==> config.mk <==
export PLATFORM = sky130hd
export DESIGN_NAME = pc_tx_arbiter
export DESIGN_NICKNAME = d
export VERILOG_FILES = /design/src/rtl/pc_tx_arb_pkg.sv /design/src/rtl/rr_priority_picker.sv /design/src/rtl/pc_tx_arbiter.sv
export SDC_FILE = /design/constraint.sdc
export NUM_CORES = 1
export LEC_CHECK = 0
export ABC_CLOCK_PERIOD_IN_PS = 5450
export CAP_MARGIN = 30
export CELL_PAD_IN_SITES_DETAIL_PLACEMENT = 1
export CELL_PAD_IN_SITES_GLOBAL_PLACEMENT = 1
export CORE_ASPECT_RATIO = 0.9
export CORE_MARGIN = 1
export CORE_UTILIZATION = 22
export CTS_CLUSTER_SIZE = 30
export DETAILED_ROUTE_END_ITERATION = 7
export HOLD_SLACK_MARGIN = 0.03
export PLACE_DENSITY = 0.93
export REMOVE_ABC_BUFFERS = 1
export SETUP_SLACK_MARGIN = 0.4
export SYNTH_ARGS = -nofsm -noshare
export SYNTH_HDL_FRONTEND = slang
export SYNTH_SLANG_ARGS = --single-unit
==> constraint.sdc <==
create_clock -name i_clock -period 5.45 [get_ports i_clock]
set_input_delay 1.3625 -clock i_clock [delete_from_list [all_inputs] [get_ports i_clock]]
set_output_delay 1.3625 -clock i_clock [all_outputs]
set_load 0.1 [all_outputs]
==> src/rtl/pc_tx_arb_pkg.sv <==
// Shared types and constants for the PC_TX word arbiter.
// The HDR state exists only when PC_TX_ARB_HDR_EN is defined.
package pc_tx_arb_pkg;

    localparam int          CNT_W     = 8;
    localparam logic [15:0] HDR_MAGIC = 16'hA5A5;

    typedef enum logic [1:0] {
        ST_IDLE = 2'd0,
        ST_XFER = 2'd1
`ifdef PC_TX_ARB_HDR_EN
        ,
        ST_HDR  = 2'd2
`endif
    } arb_state_t;

endpackage

==> src/rtl/rr_priority_picker.sv <==
// Round-robin search: first set request strictly after 'last', wrapping modulo NUM_REQ.
// Purely combinational; 'any' flags that at least one request is set.
module rr_priority_picker #(
    parameter  int NUM_REQ = 4,
    localparam int IW      = $clog2(NUM_REQ)
) (
    input  logic [NUM_REQ-1:0] req,
    input  logic [IW-1:0]      last,
    output logic [IW-1:0]      grant,
    output logic               any
);

    logic [IW-1:0] idx;

    // NOTE: every output of a combinational block gets a default first, so no path leaves it unassigned and no latch is inferred.
    always_comb begin
        grant = '0;
        any   = 1'b0;
        idx   = '0;
        // Offsets 1..NUM_REQ visit every requester once, ending on 'last' itself.
        for (int i = 1; i <= NUM_REQ; i++) begin
            idx = IW'((int'(last) + i) % NUM_REQ);
            if (!any && req[idx]) begin
                any   = 1'b1;
                grant = idx;
            end
        end
    end

endmodule

==> src/rtl/pc_tx_arbiter.sv <==
// Round-robin burst arbiter feeding NUM_REQ word requesters into the PC_TX FIFO.
// Define PC_TX_ARB_HDR_EN to prefix each burst with a {A5A5, 00, grant} header word.
module pc_tx_arbiter
    import pc_tx_arb_pkg::*;
#(
    parameter  int NUM_REQ   = 4,
    parameter  int MAX_BURST = 8,
    localparam int IW        = $clog2(NUM_REQ)
) (
    input  logic                  i_clock,
    input  logic                  i_reset_n,
    input  logic [NUM_REQ-1:0]    i_req_valid,
    input  logic [32*NUM_REQ-1:0] i_req_data,
    output logic [NUM_REQ-1:0]    o_req_ready,
    input  logic                  i_fifo_full,
    output logic                  o_fifo_write_word_cmd,
    output logic [31:0]           o_fifo_write_word_data,
    output logic [IW-1:0]         o_grant_id,
    output logic                  o_busy
);

    localparam logic [CNT_W-1:0] BURST_LAST = CNT_W'(MAX_BURST);

    arb_state_t       state_q, state_d;
    logic [IW-1:0]    grant_q, grant_d;
    logic [IW-1:0]    last_q, last_d;
    logic [CNT_W-1:0] cnt_q, cnt_d;

    logic [IW-1:0]    pick_idx;
    logic             pick_any;
    logic             valid_sel;
    logic [31:0]      word_sel;
    logic [NUM_REQ-1:0] ready;
    logic             cmd;
    logic [31:0]      data;

    rr_priority_picker #(
        .NUM_REQ(NUM_REQ)
    ) u_picker (
        .req   (i_req_valid),
        .last  (last_q),
        .grant (pick_idx),
        .any   (pick_any)
    );

    assign valid_sel = i_req_valid[grant_q];
    assign word_sel  = i_req_data[32*grant_q +: 32];

    always_comb begin
        state_d = state_q;
        grant_d = grant_q;
        last_d  = last_q;
        cnt_d   = cnt_q;
        ready   = '0;
        cmd     = 1'b0;
        data    = '0;

        unique case (state_q)
            ST_IDLE: begin
                if (pick_any) begin
                    grant_d = pick_idx;
`ifdef PC_TX_ARB_HDR_EN
                    state_d = ST_HDR;
`else
                    state_d = ST_XFER;
                    cnt_d   = '0;
`endif
                end
            end

`ifdef PC_TX_ARB_HDR_EN
            ST_HDR: begin
                data = {HDR_MAGIC, 8'h00, 8'(grant_q)};
                if (!i_fifo_full) begin
                    cmd     = 1'b1;
                    state_d = ST_XFER;
                    cnt_d   = '0;
                end
            end
`endif

            ST_XFER: begin
                data           = word_sel;
                ready[grant_q] = !i_fifo_full;
                cmd            = valid_sel && !i_fifo_full;
                if (!valid_sel) begin
                    state_d = ST_IDLE;
                    last_d  = grant_q;
                end else if (cmd) begin
                    cnt_d = cnt_q + 1'b1;
                    if (cnt_d == BURST_LAST) begin
                        state_d = ST_IDLE;
                        last_d  = grant_q;
                    end
                end
                // A full FIFO with valid data simply holds state, count and grant.
            end

            default: state_d = ST_IDLE;
        endcase

        // Reset is synchronous for state, but the handshake must die in the same cycle.
        if (!i_reset_n) begin
            ready = '0;
            cmd   = 1'b0;
        end
    end

    // NOTE: sequential state uses non-blocking assignments so every register samples pre-edge values.
    always_ff @(posedge i_clock) begin
        if (!i_reset_n) begin
            state_q <= ST_IDLE;
            grant_q <= '0;
            last_q  <= IW'(NUM_REQ - 1);
            cnt_q   <= '0;
        end else begin
            state_q <= state_d;
            grant_q <= grant_d;
            last_q  <= last_d;
            cnt_q   <= cnt_d;
        end
    end

    assign o_req_ready            = ready;
    assign o_fifo_write_word_cmd  = cmd;
    assign o_fifo_write_word_data = data;
    assign o_grant_id             = grant_q;
    assign o_busy                 = (state_q != ST_IDLE);

endmodule

Word level (Yosys, flattened, before mapping) --
Cells that the tools add are included. Widths: inputs -> output; s select.
Storage, ports and cells: bits in registers 14, latch bits 0, RAM bits 0, ROM bits 0, input port bits 135, word-level logic and storage cells 79, memories kept 0
Operators by class: add/subtract/negate cells 5, multiply operators 0, divide/modulo/power cells 0, magnitude comparators 6, equality and inequality tests 9, shift-type cells 1, mux-type cells 37, bitwise gates (word level) 1, reductions and logical operators 16
Operators by type and width (number):
- $shiftx 128x8->32 | 1
- $mux 32 | 1
- $mux 8 | 3
- $mux 2 | 11
- $pmux 8 s2 | 1
- $lt 2x3->1 const B | 5
- $mux 1 | 12
- $bmux 1 s2 | 5
- $add 8x1->8 const B | 1
- $eq 8x4->1 const B | 1
- $mux 4 | 2
- $ne 2x2->1 const B | 3
- $ne 3x3->1 const B | 2
- $reduce_and 3->1 | 2
- $logic_and 1x1->1 | 5
- $add 2x1->2 const B | 2
- $add 2x2->2 const B | 2
- $and 4x4->4 | 1
- $logic_not 1->1 | 4
- $ne 2x1->1 const B | 2
- $pmux 2 s2 | 1
- $reduce_and 4->1 | 1
- $reduce_bool 2->1 | 2
- $demux 1 s2 | 1
- other kinds (4) | 4

Depth between registers and ports, before layout --
Gate-level depths: netlist of the first run.
depth after elaboration 15, mapped depth 7, gate-level depth less buffers 7

Hierarchy --
Synthesis of the first run repeated with hierarchy kept, for this count alone.
Unflattened totals: cells, all modules 184, area, all modules 1831.8 µm²
Modules (own cells, without submodules):
- pc_tx_arbiter | times used 1, cells an instance 170, area each 1740.4 µm², sequential area each 260.2 µm²
- rr_priority_picker | times used 1, cells an instance 14, area each 91.3 µm², sequential area each 0.0 µm²

Least setup slack after synthesis of the first run --
No wires, ideal clock.
path type input to output, from in i_req_valid[1], to out o_fifo_write_word_cmd, data arrival time 3.064 ns, setup slack 1.023 ns, stages 4, buffers on the path 1, cell sequence mux4_2 > nand2_1 > buf_2 > nor2_1
Between the ends: longest elaborated chain between the ends 5
RTL lines:
- start: declaration | RTL line pc_tx_arbiter.sv:12 | input logic [NUM_REQ-1:0] i_req_valid,
- $bmux 1 s2 | RTL line pc_tx_arbiter.sv:46 | assign valid_sel = i_req_valid[grant_q];
- $mux 1 (implied by the code) | RTL line pc_tx_arbiter.sv:46
- $logic_and 1x1->1 | RTL line pc_tx_arbiter.sv:85 | cmd = valid_sel && !i_fifo_full;
- $mux 1 | RTL line pc_tx_arbiter.sv:58 | unique case (state_q)
- $mux 1 | RTL line pc_tx_arbiter.sv:103 | if (!i_reset_n) begin
- end: declaration | RTL line pc_tx_arbiter.sv:16 | output logic o_fifo_write_word_cmd,
Every way passes these cells. The select of a mux whose other input is x is not followed.

Worst setup path in the final report of the first run --
from in i_req_valid[2], to out o_fifo_write_word_cmd
Same word-level chain as after synthesis.

==> flow_summary.toml, run 1 <==
[timing]
slew_violations = 0
setup_total_negative_slack_ns = 0
layout_worst_path_cycle_share = 0.810
grt_setup_unrepaired = "no"
report.final.hold_viol_count = 0
worst-slew-pin-transition_ns = 1.01
worst_slew_margin_rel = 0.321
clock_skew_ns = 0.000448
post-route-min-period_ns = 4.41
clock.fmax_ghz = 0.227
finalSetupViolCount = 0

[detailed_routing]
drtPass1Iterations = 4
drt_drc_violations_left = 0
vias = 2318
route.detailed.wl_per_inst_microns = 20.5
drt-total-wl_mm = 9.32
drtIter0Drc = 77
viasPerCell = 5.11
route.antenna.remaining_nets = 0

[pwr]
vdd.ir_drop.worst_mv = 0.0947
report.power.total_mw = 0.790
power_density_nw_per_um2 = 218
p_leak_nw = 1.38

[cells_and_area]
layout.area.seq_sq_um = 262
n_antenna_cell = 0
final_nets = 493
post-route-util = 0.446
layout-drive-gt1-share = 0.237
area_overhead_of_the_layout_relative_to_synthesis_pct = 95.1
fill_cells = 917
area_occupied_by_multi_input_gates_sq_um = 1490

[clocking]
cts.repair_timing.setup_buffer_count = 0
clock-root-buffer = "sky130_fd_sc_hd__clkbuf_8"
clock_insertion_delay_worst_skew_ns = 0.25
tritoncts.num_buffers = 3
cts_hold_buf = 0
h-tree-depth = 1
cts.repair.resized = 0
clk_pin_slew_worst_paths_ns = 0.05
clockBufferDepth = 2
clkSinkCount = 13
tritoncts_clock_tree = "done"

[grt]
globalRouteTotalUtil = 0.212
grt_first_pass_wirelength_mm = 14.1
overflow = 0
grt_start_max_net_pins = 32
initial_antenna_violation_count = 0
grt_pass1_vias = 2511

[yosys]
synthesis.yosys.warnings = 0
synth-edff-count = 0
mapped_cells = 189
synth_cell_types = 40
synth-seq-area-share = 0.140
postSynth.topFlopCell = "sky130_fd_sc_hd__dfxtp_1"
async_reset_ff_frac = 0
cell_area_after_technology_mapping_sq_um = 1850
synth_seq_cells = 13
synth_area_per_cell_sq_um = 9.80

[die]
starting_density = 0.229
placementRows = 31
design.core.area_sq_um = 8110
dieHeight_microns = 89.1
boundaryPins = 175
die_w_microns = 98.7
area_enclosed_by_the_die_boundary_sq_um = 8790

[setup_path]
critical_path.startpoint_type = "input pin"
timing.critical_path.fanout_max = 11
timing.critical_path.to_type = "output pin"
cp.required_ns = 4.09
arrival_ns = 3.05
timing_worst_setup_path_type = "input pin to output pin"
ff2ff_path_depth = 7

[placed_design]
last_weighted_congestion_value_of_the_routability_driven_placer = 0.906
post-dp-hpwl_mm = 7.81
io_buffers = 174

[job]
max_cap_viol_count = 0

[worst_hold_path]
min_delay_path_depth = 1
holdCritPathClass = "flip-flop to flip-flop"

[run_status]
status = "complete, no violations"
==> cell families (layout without fill, tap and decap cells) <==
family	Yosys count	after routing	share of synthesized area
flops	13	13	0.140
mux	38	38	0.429
simple gates	83	83	0.252
buf+inv	22	188	0.0567
compound gates	31	31	0.109
fa+ha+maj	2	2	0.0135
==> routing by layer <==
metal / track usage / wire length (microns)
met1: 0.218 / 3340
met5: 0 / 0
met3: 0.0461 / 665
met2: 0.423 / 5020
met4: 0.0855 / 296
==> final timing paths <==
| path | from | to | slack [ns] |
|---|---|---|---|
| worst max-delay path | i_req_valid[2] | o_fifo_write_word_cmd | 1.04 |
| worst min-delay path | cnt_q[4]$_SDFFE_PN0P_ | cnt_q[4]$_SDFFE_PN0P_ | 0.51 |
| worst max register to register | state_q[0]$_SDFFE_PN0P_ | cnt_q[6]$_SDFFE_PN0P_ | 2.96 |
| worst min register to register | cnt_q[4]$_SDFFE_PN0P_ | cnt_q[4]$_SDFFE_PN0P_ | 0.51 |
==> cell usage in the layout, fill, tap and decap left out, types with 3 or more instances in the layout <==
cell type                         count
sky130_fd_sc_hd__nand3_1              3
sky130_fd_sc_hd__nor3_1               4
sky130_fd_sc_hd__dfxtp_1             12
sky130_fd_sc_hd__a31oi_1              3
sky130_fd_sc_hd__clkdlybuf4s50_1    137
sky130_fd_sc_hd__a21oi_1             10
sky130_fd_sc_hd__mux4_2              33
sky130_fd_sc_hd__mux2i_1              4
sky130_fd_sc_hd__clkbuf_8             3
sky130_fd_sc_hd__nor2_1              17
sky130_fd_sc_hd__o21ai_0              6
sky130_fd_sc_hd__and2_1              32
sky130_fd_sc_hd__buf_4               40
sky130_fd_sc_hd__inv_1                7
sky130_fd_sc_hd__nand2_1             12
==> Yosys cell counts (2+ instances only) <==
master                      n  share of area
sky130_fd_sc_hd__ha_1       2          0.014
sky130_fd_sc_hd__inv_1      7          0.014
sky130_fd_sc_hd__nor4_1     2         0.0068
sky130_fd_sc_hd__nand2_1   12          0.024
sky130_fd_sc_hd__nand3_1    3         0.0081
sky130_fd_sc_hd__buf_4      3          0.012
sky130_fd_sc_hd__nand3b_1   2         0.0081
sky130_fd_sc_hd__a21boi_0   2         0.0081
sky130_fd_sc_hd__or3_1      2         0.0068
sky130_fd_sc_hd__a311o_1    2          0.011
sky130_fd_sc_hd__o22ai_1    2         0.0068
sky130_fd_sc_hd__a21oi_1   10          0.027
sky130_fd_sc_hd__and2_1    32           0.11
sky130_fd_sc_hd__a31oi_1    3          0.010
sky130_fd_sc_hd__o21ai_0    6          0.016
sky130_fd_sc_hd__nor3_1     4          0.011
sky130_fd_sc_hd__clkbuf_1   7          0.014
sky130_fd_sc_hd__mux4_2    33           0.40
sky130_fd_sc_hd__dfxtp_1   13           0.14
sky130_fd_sc_hd__nor2_1    17          0.034
sky130_fd_sc_hd__buf_2      3         0.0081
sky130_fd_sc_hd__mux2i_1    4          0.022
==> stage by stage <==
| stage | setup slack [ns] | hold slack (ns) | std cells | cell area [sq um] |
|---|---|---|---|---|
| 2_1_floorplan | -0.186 | 0.457 | 174 | 1770 |
| 3_3_place_gp | 1.13 | 0.484 | 450 | 3570 |
| 3_5_place_dp | 1.04 | 0.491 | 450 | 3570 |
| 4_1_cts | 1.03 | 0.503 | 454 | 3620 |
| 5_1_grt | 0.964 | 0.543 | 454 | 3620 |
| 6_report | 1.04 | 0.509 | 454 | 3620 |
==> flip-flops by register name, indices dropped and copies added (netlist names) <==
name,cells
o_grant_id,2
last_q,2
state_q,1
cnt_q,8
==> power by group <==
part	switching [mW]	total (mW)	internal [mW]
logic	0.358	0.582	0.224
registers	0.0193	0.120	0.101
clock network	0.0357	0.0875	0.0518
total	0.413	0.790	0.377
==> critical path: stages <==
cell,delay [ns]
sky130_fd_sc_hd__clkdlybuf4s50_1,0.50
sky130_fd_sc_hd__mux4_2,0.53
sky130_fd_sc_hd__nand2_1,0.33
sky130_fd_sc_hd__nor2_1,0.07
sky130_fd_sc_hd__buf_4,0.24
==> layout make-up <==
| type | instances | share of cell area |
|---|---|---|
| repair buffers | 177 | 0.462 |
| multi-input cells | 154 | 0.411 |
| flip-flops and latches | 13 | 0.0723 |
| well taps | 99 | 0.0343 |
| clock buffers | 4 | 0.0125 |
| inverters | 7 | 0.00727 |
No activity file was read; power rests on OpenSTA's default activity.
==> run 2: changes to the inputs <==
- ABC_CLOCK_PERIOD_IN_PS: 5450 -> 3960
- CORE_UTILIZATION: 22 -> 19
- PLACE_DENSITY: 0.93 -> 0.86
- clock period: 5.45 -> 3.96 ns (I/O delays scaled with it)
==> run 2 against run 1 <==
  * Cell area rose by 3.2%
  * Worst setup slack lost 0.43 ns
  * Worst hold slack better by 0.024 ns
  * Final cell count up 5.7%
  * Largest power group unchanged
  * Combinational power increased by 37%
  * Power increased by 40%
==> flow_summary.toml, run 2 (same netlist as run 1, synthesis figures left out) <==
[detailed_routing]
drtIter0Drc = 148
route.antenna.remaining_nets = 0
vias = 2326
route.detailed.wl_per_inst_microns = 20.0
drt_drc_violations_left = 0
drtPass1Iterations = 4
viasPerCell = 4.85
drt-total-wl_mm = 9.58

[setup_path]
r2r-start = "o_grant_id[1]$_SDFFE_PN0P_"
critical_path_buf_inv_count = 3
timing_worst_setup_path_type = "input pin to output pin"
arrival_ns = 2.36
ff2ff_path_depth = 6
timing.critical_path.max_delay_family = "buffers and inverters"
cpMaxStageDelayCell = "sky130_fd_sc_hd__clkdlybuf4s50_1"
startpoint = "i_reset_n"
regToRegSetupSlack_ns = 1.53
timing.critical_path.to_type = "output pin"
cp.required_ns = 2.97
cp_cell_sequence = "clkdlybuf4s50_1 -> inv_1 -> or3_1 -> nor2_1 -> buf_12"
slowest_cell_delay_on_critical_path_ns = 0.56
timing.critical_path.fanout_max = 5
critical_path.startpoint_type = "input pin"
reg_to_reg_critical_path_endpoint = "last_q[0]$_SDFFE_PN1P_"

[worst_hold_path]
holdPathEnd = "cnt_q[3]$_SDFFE_PN0P_"
hold_start = "cnt_q[3]$_SDFFE_PN0P_"
min_delay_path_depth = 1
holdCritPathClass = "flip-flop to flip-flop"

[clocking]
clock_insertion_delay_worst_skew_ns = 0.25
clock-root-buffer = "sky130_fd_sc_hd__clkbuf_8"
clkSinkCount = 13
cts.repair_timing.setup_buffer_count = 0
tritoncts.num_buffers = 3
tritoncts_clock_tree = "done"
cts.repair.resized = 0
cts_hold_buf = 0
clk_pin_slew_worst_paths_ns = 0.06
clockBufferDepth = 2
h-tree-depth = 1

[die]
starting_density = 0.199
area_enclosed_by_the_die_boundary_sq_um = 10200
die_w_microns = 106
dieHeight_microns = 95.7
boundaryPins = 175
design.core.area_sq_um = 9290
placementRows = 33

[run_status]
status = "complete, no violations"

[cells_and_area]
final_area_sq_um = 3730
area_overhead_of_the_layout_relative_to_synthesis_pct = 101
largest-register = "cnt_q"
layout_commonest_cell = "sky130_fd_sc_hd__clkdlybuf4s50_1"
largest_register_ff_count = 8
post-route-util = 0.402
final-instance-count-excl-fill = 480
final_nets = 495
layout-drive-gt1-share = 0.255
most-common-layout-cells = "sky130_fd_sc_hd__clkdlybuf4s50_1 (134), sky130_fd_sc_hd__buf_4 (39), sky130_fd_sc_hd__mux4_2 (33)"

[grt]
grt_start_max_net_pins = 37
grtUsageMet1 = 0.188
grtUsageMet3 = 0.0413
globalRouteTotalUtil = 0.176
grt_first_pass_wirelength_mm = 13.4
grt_pass1_vias = 2370
grt_util_met2 = 0.339
most_utilized_layer_in_the_global_route_result = "met2"
initial_antenna_violation_count = 0
overflow = 0

[timing]
worst_slew_margin_rel = 0.383
clock_skew_ns = 0.00159
post-route-min-period_ns = 3.35
worst-slew-pin-transition_ns = 0.925
grt_setup_unrepaired = "no"
report.final.hold_viol_count = 0
finalSetupViolCount = 0
slew_violations = 0
clock.fmax_ghz = 0.298
layout_worst_path_cycle_share = 0.846
hold_slack_final_ns = 0.533
final.setup.worst_slack_ns = 0.610

[pwr]
power.share.switching = 0.523
net-switching-power_mw = 0.576
power_density_nw_per_um2 = 295
clk_network_pwr_share = 0.112
combinationalPowerShare = 0.726
power.internal_mw = 0.526
vdd.ir_drop.worst_mv = 0.121
seq_power_share = 0.163
p_leak_nw = 1.42

[placed_design]
last_weighted_congestion_value_of_the_routability_driven_placer = 0.865
post-dp-hpwl_mm = 7.94
io_buffers = 174
placed_cell_area_sq_um = 3680
preCtsSetupSlack_ns = 0.599
placed_cells = 475

[job]
max_cap_viol_count = 0
## run 2: metal layers
| layer | vias up | wire (microns) | part of all wire |
|---|---|---|---|
| met5 | - | 0 | 0 |
| met4 | 0 | 221 | 0.023 |
| met3 | 13 | 641 | 0.067 |
| met2 | 88 | 5260 | 0.55 |
| met1 | 1164 | 3460 | 0.36 |
| li1 | 1061 | - | - |
## run 2: stage by stage
stage                     TNS (ns)  power (mW)
after floorplan             -21.34       0.710
after detailed placement         0       0.985
final                            0        1.10
after CTS                        0        1.11
after global routing             0        1.15
after global placement           0       0.971
## run 2: area by class of cell
type	instances	area [sq um]
clock inverters	1	5.00
multi-input cells	154	1490
diodes	1	2.50
repair buffers	179	1750
clock buffers	3	41.3
fillers	1062	5560
inverters	7	26.3
flip-flops and latches	13	263
well taps	122	153
## run 2: power by group through the flow
stage	logic [mW]	registers (mW)	clock network (mW)
3_3_place_gp	0.788	0.183	0
4_1_cts	0.803	0.181	0.128
5_1_grt	0.827	0.185	0.134
2_1_floorplan	0.498	0.212	0
3_5_place_dp	0.801	0.184	0
6_report	0.799	0.179	0.123
## run 2: how the worst max path moves through the flow
stage	endpoint	cells after the start
after floorplan	o_fifo_write_word_cmd	3
after CTS	o_req_ready[0]	5
final	o_req_ready[0]	5
after detailed placement	o_req_ready[0]	5
after global placement	o_req_ready[0]	5
after global routing	o_req_ready[0]	5
## run 2: worst reg2reg max path: stages, from the launching register on
cell and delay, ns:
sky130_fd_sc_hd__dfxtp_2 0.92, sky130_fd_sc_hd__buf_4 0.27, sky130_fd_sc_hd__nand2b_1 0.20, sky130_fd_sc_hd__a211oi_1 0.07
sky130_fd_sc_hd__a31oi_1 0.36, sky130_fd_sc_hd__a21boi_0 0.16, sky130_fd_sc_hd__a311o_1 0.34
==> run 3: changes to the inputs <==
- ABC_CLOCK_PERIOD_IN_PS: 3960 -> 3300
- CORE_UTILIZATION: 19 -> 21
- PLACE_DENSITY: 0.86 -> 0.9
- clock period: 3.96 -> 3.3 ns (I/O delays scaled with it)
==> run 3 against run 2 <==
  * Cell area up 14%
  * Sequential share of layout area down 0.77 points
  * Combinational power up 46%
  * Global-route usage up 3.4 points
  * Clock skew down 0.00061 ns
  * Clock power up 15%
  * Final cell count down 0.63%
  * Wire length up 8.7%
  * Sequential cell count unchanged
  * Register-to-register slack worse by 0.39 ns
==> flow_summary.toml, run 3 (same netlist as run 1, synthesis figures left out) <==
[placed_design]
placed_cells = 473
io_buffers = 174
post-dp-hpwl_mm = 8.46
preCtsSetupSlack_ns = 0.249
placed_cell_area_sq_um = 4090
last_weighted_congestion_value_of_the_routability_driven_placer = 0.840

[timing]
finalSetupViolCount = 0
post-route-min-period_ns = 2.91
hold_slack_final_ns = 0.534
final.setup.worst_slack_ns = 0.385
worst-slew-pin-transition_ns = 0.523
report.final.hold_viol_count = 0
worst_slew_margin_rel = 0.649
grt_setup_unrepaired = "yes"
clock_skew_ns = 0.000989
setup_total_negative_slack_ns = 0
layout_worst_path_cycle_share = 0.883
clock.fmax_ghz = 0.343
slew_violations = 0

[setup_path]
regToRegSetupSlack_ns = 1.14
cpMaxStageDelayCell = "sky130_fd_sc_hd__mux4_2"
cp_cell_sequence = "clkdlybuf4s50_1 -> mux4_2 -> and2_4 -> buf_12"
slowest_cell_delay_on_critical_path_ns = 0.48
critical_path.startpoint_type = "input pin"
arrival_ns = 2.09
timing.critical_path.to_type = "output pin"
cp.required_ns = 2.47
timing.critical_path.fanout_max = 1
timing_worst_setup_path_type = "input pin to output pin"

[grt]
grt_pass1_vias = 2503
grt_start_max_net_pins = 31
globalRouteTotalUtil = 0.209
grt_first_pass_wirelength_mm = 14.4
initial_antenna_violation_count = 0
overflow = 0

[cells_and_area]
final_area_sq_um = 4270
largest_register_ff_count = 8
largest-register = "cnt_q"
area_overhead_of_the_layout_relative_to_synthesis_pct = 130
most-common-layout-cells = "sky130_fd_sc_hd__clkdlybuf4s50_1 (97), sky130_fd_sc_hd__buf_12 (38), sky130_fd_sc_hd__mux4_2 (33)"
post-route-util = 0.498
final_nets = 496
layout_commonest_cell = "sky130_fd_sc_hd__clkdlybuf4s50_1"
layout-drive-gt1-share = 0.352
n_antenna_cell = 0
final-instance-count-excl-fill = 477

[job]
max_cap_viol_count = 0

[detailed_routing]
drtPass1Iterations = 4
route.antenna.remaining_nets = 0
drt_drc_violations_left = 0
vias = 2283
drt-total-wl_mm = 10.4
drtIter0Drc = 53
viasPerCell = 4.79
route.detailed.wl_per_inst_microns = 21.8

[clocking]
h-tree-depth = 1
tritoncts_clock_tree = "done"
cts_hold_buf = 0
clock-root-buffer = "sky130_fd_sc_hd__clkbuf_8"
clock_insertion_delay_worst_skew_ns = 0.24
cts.repair_timing.setup_buffer_count = 0
clockBufferDepth = 2
clkSinkCount = 13
tritoncts.num_buffers = 3
clk_pin_slew_worst_paths_ns = 0.05

[die]
placementRows = 32
design.core.area_sq_um = 8570
boundaryPins = 175
starting_density = 0.216
die_w_microns = 101
dieHeight_microns = 91.1
area_enclosed_by_the_die_boundary_sq_um = 9200

[pwr]
vdd.ir_drop.worst_mv = 0.113
p_leak_nw = 1.82
power_density_nw_per_um2 = 356
report.power.total_mw = 1.52

[worst_hold_path]
holdCritPathClass = "flip-flop to flip-flop"

[run_status]
status = "complete, no violations"
run 3: cell count changes in the layout (fill, tap and decap cells not counted), moves of 2 or more:
cell,before,now
sky130_fd_sc_hd__clkdlybuf4s50_1,134,97
sky130_fd_sc_hd__nor2_2,0,2
sky130_fd_sc_hd__nor2_1,17,15
sky130_fd_sc_hd__dlygate4sd2_1,0,14
sky130_fd_sc_hd__dlymetal6s2s_1,0,23
sky130_fd_sc_hd__dfxtp_2,2,0
sky130_fd_sc_hd__and2_4,0,31
sky130_fd_sc_hd__buf_12,6,38
sky130_fd_sc_hd__buf_4,39,8
sky130_fd_sc_hd__and2_1,32,1
sky130_fd_sc_hd__dfxtp_4,0,2
run 3: report_power, final:
part / switching (mW) / internal (mW)
logic: 0.634 / 0.538
registers: 0.0389 / 0.167
clock network: 0.0571 / 0.0854
run 3: timing repair:
| item | 4_1_cts | 5_1_grt |
|---|---|---|
| resized for setup | 41 | 33 |
| setup endpoints to repair | 34 | 24 |
| pin swaps | 0 | 2 |
run 3: path summary, 6_finish.rpt:
path	from	endpoint	depth (start not counted)
worst max-delay path	i_req_data[22]	o_fifo_write_word_data[22]	4
worst min-delay path	cnt_q[3]$_SDFFE_PN0P_	cnt_q[3]$_SDFFE_PN0P_	1
worst max register to register	o_grant_id[1]$_SDFFE_PN0P_	last_q[0]$_SDFFE_PN1P_	6
worst min register to register	cnt_q[3]$_SDFFE_PN0P_	cnt_q[3]$_SDFFE_PN0P_	1
run 3: layout make-up:
| class | count | area, sq um |
|---|---|---|
| fill | 910 | 4300 |
| timing repair buffer | 180 | 2200 |
| multi-input combinational | 154 | 1580 |
| sequential | 13 | 268 |
| tap | 119 | 149 |
| clock buffer | 4 | 45.0 |
| inverter | 7 | 26.3 |
run 3: critical path, delay by kind of cell:
kind                   cells  cell delay (ns)
AND/OR/NAND/NOR            1             0.18
multiplexers               1             0.48
buffers and inverters      2             0.60
run 3: routing by layer:
| layer | GRT usage | wire length (microns) | vias up |
|---|---|---|---|
| li1 | - | - | 1060 |
| met1 | 0.208 | 3610 | 1108 |
| met2 | 0.411 | 5690 | 95 |
| met3 | 0.0547 | 774 | 20 |
| met4 | 0.0713 | 332 | 0 |
| met5 | 0 | 0 | - |
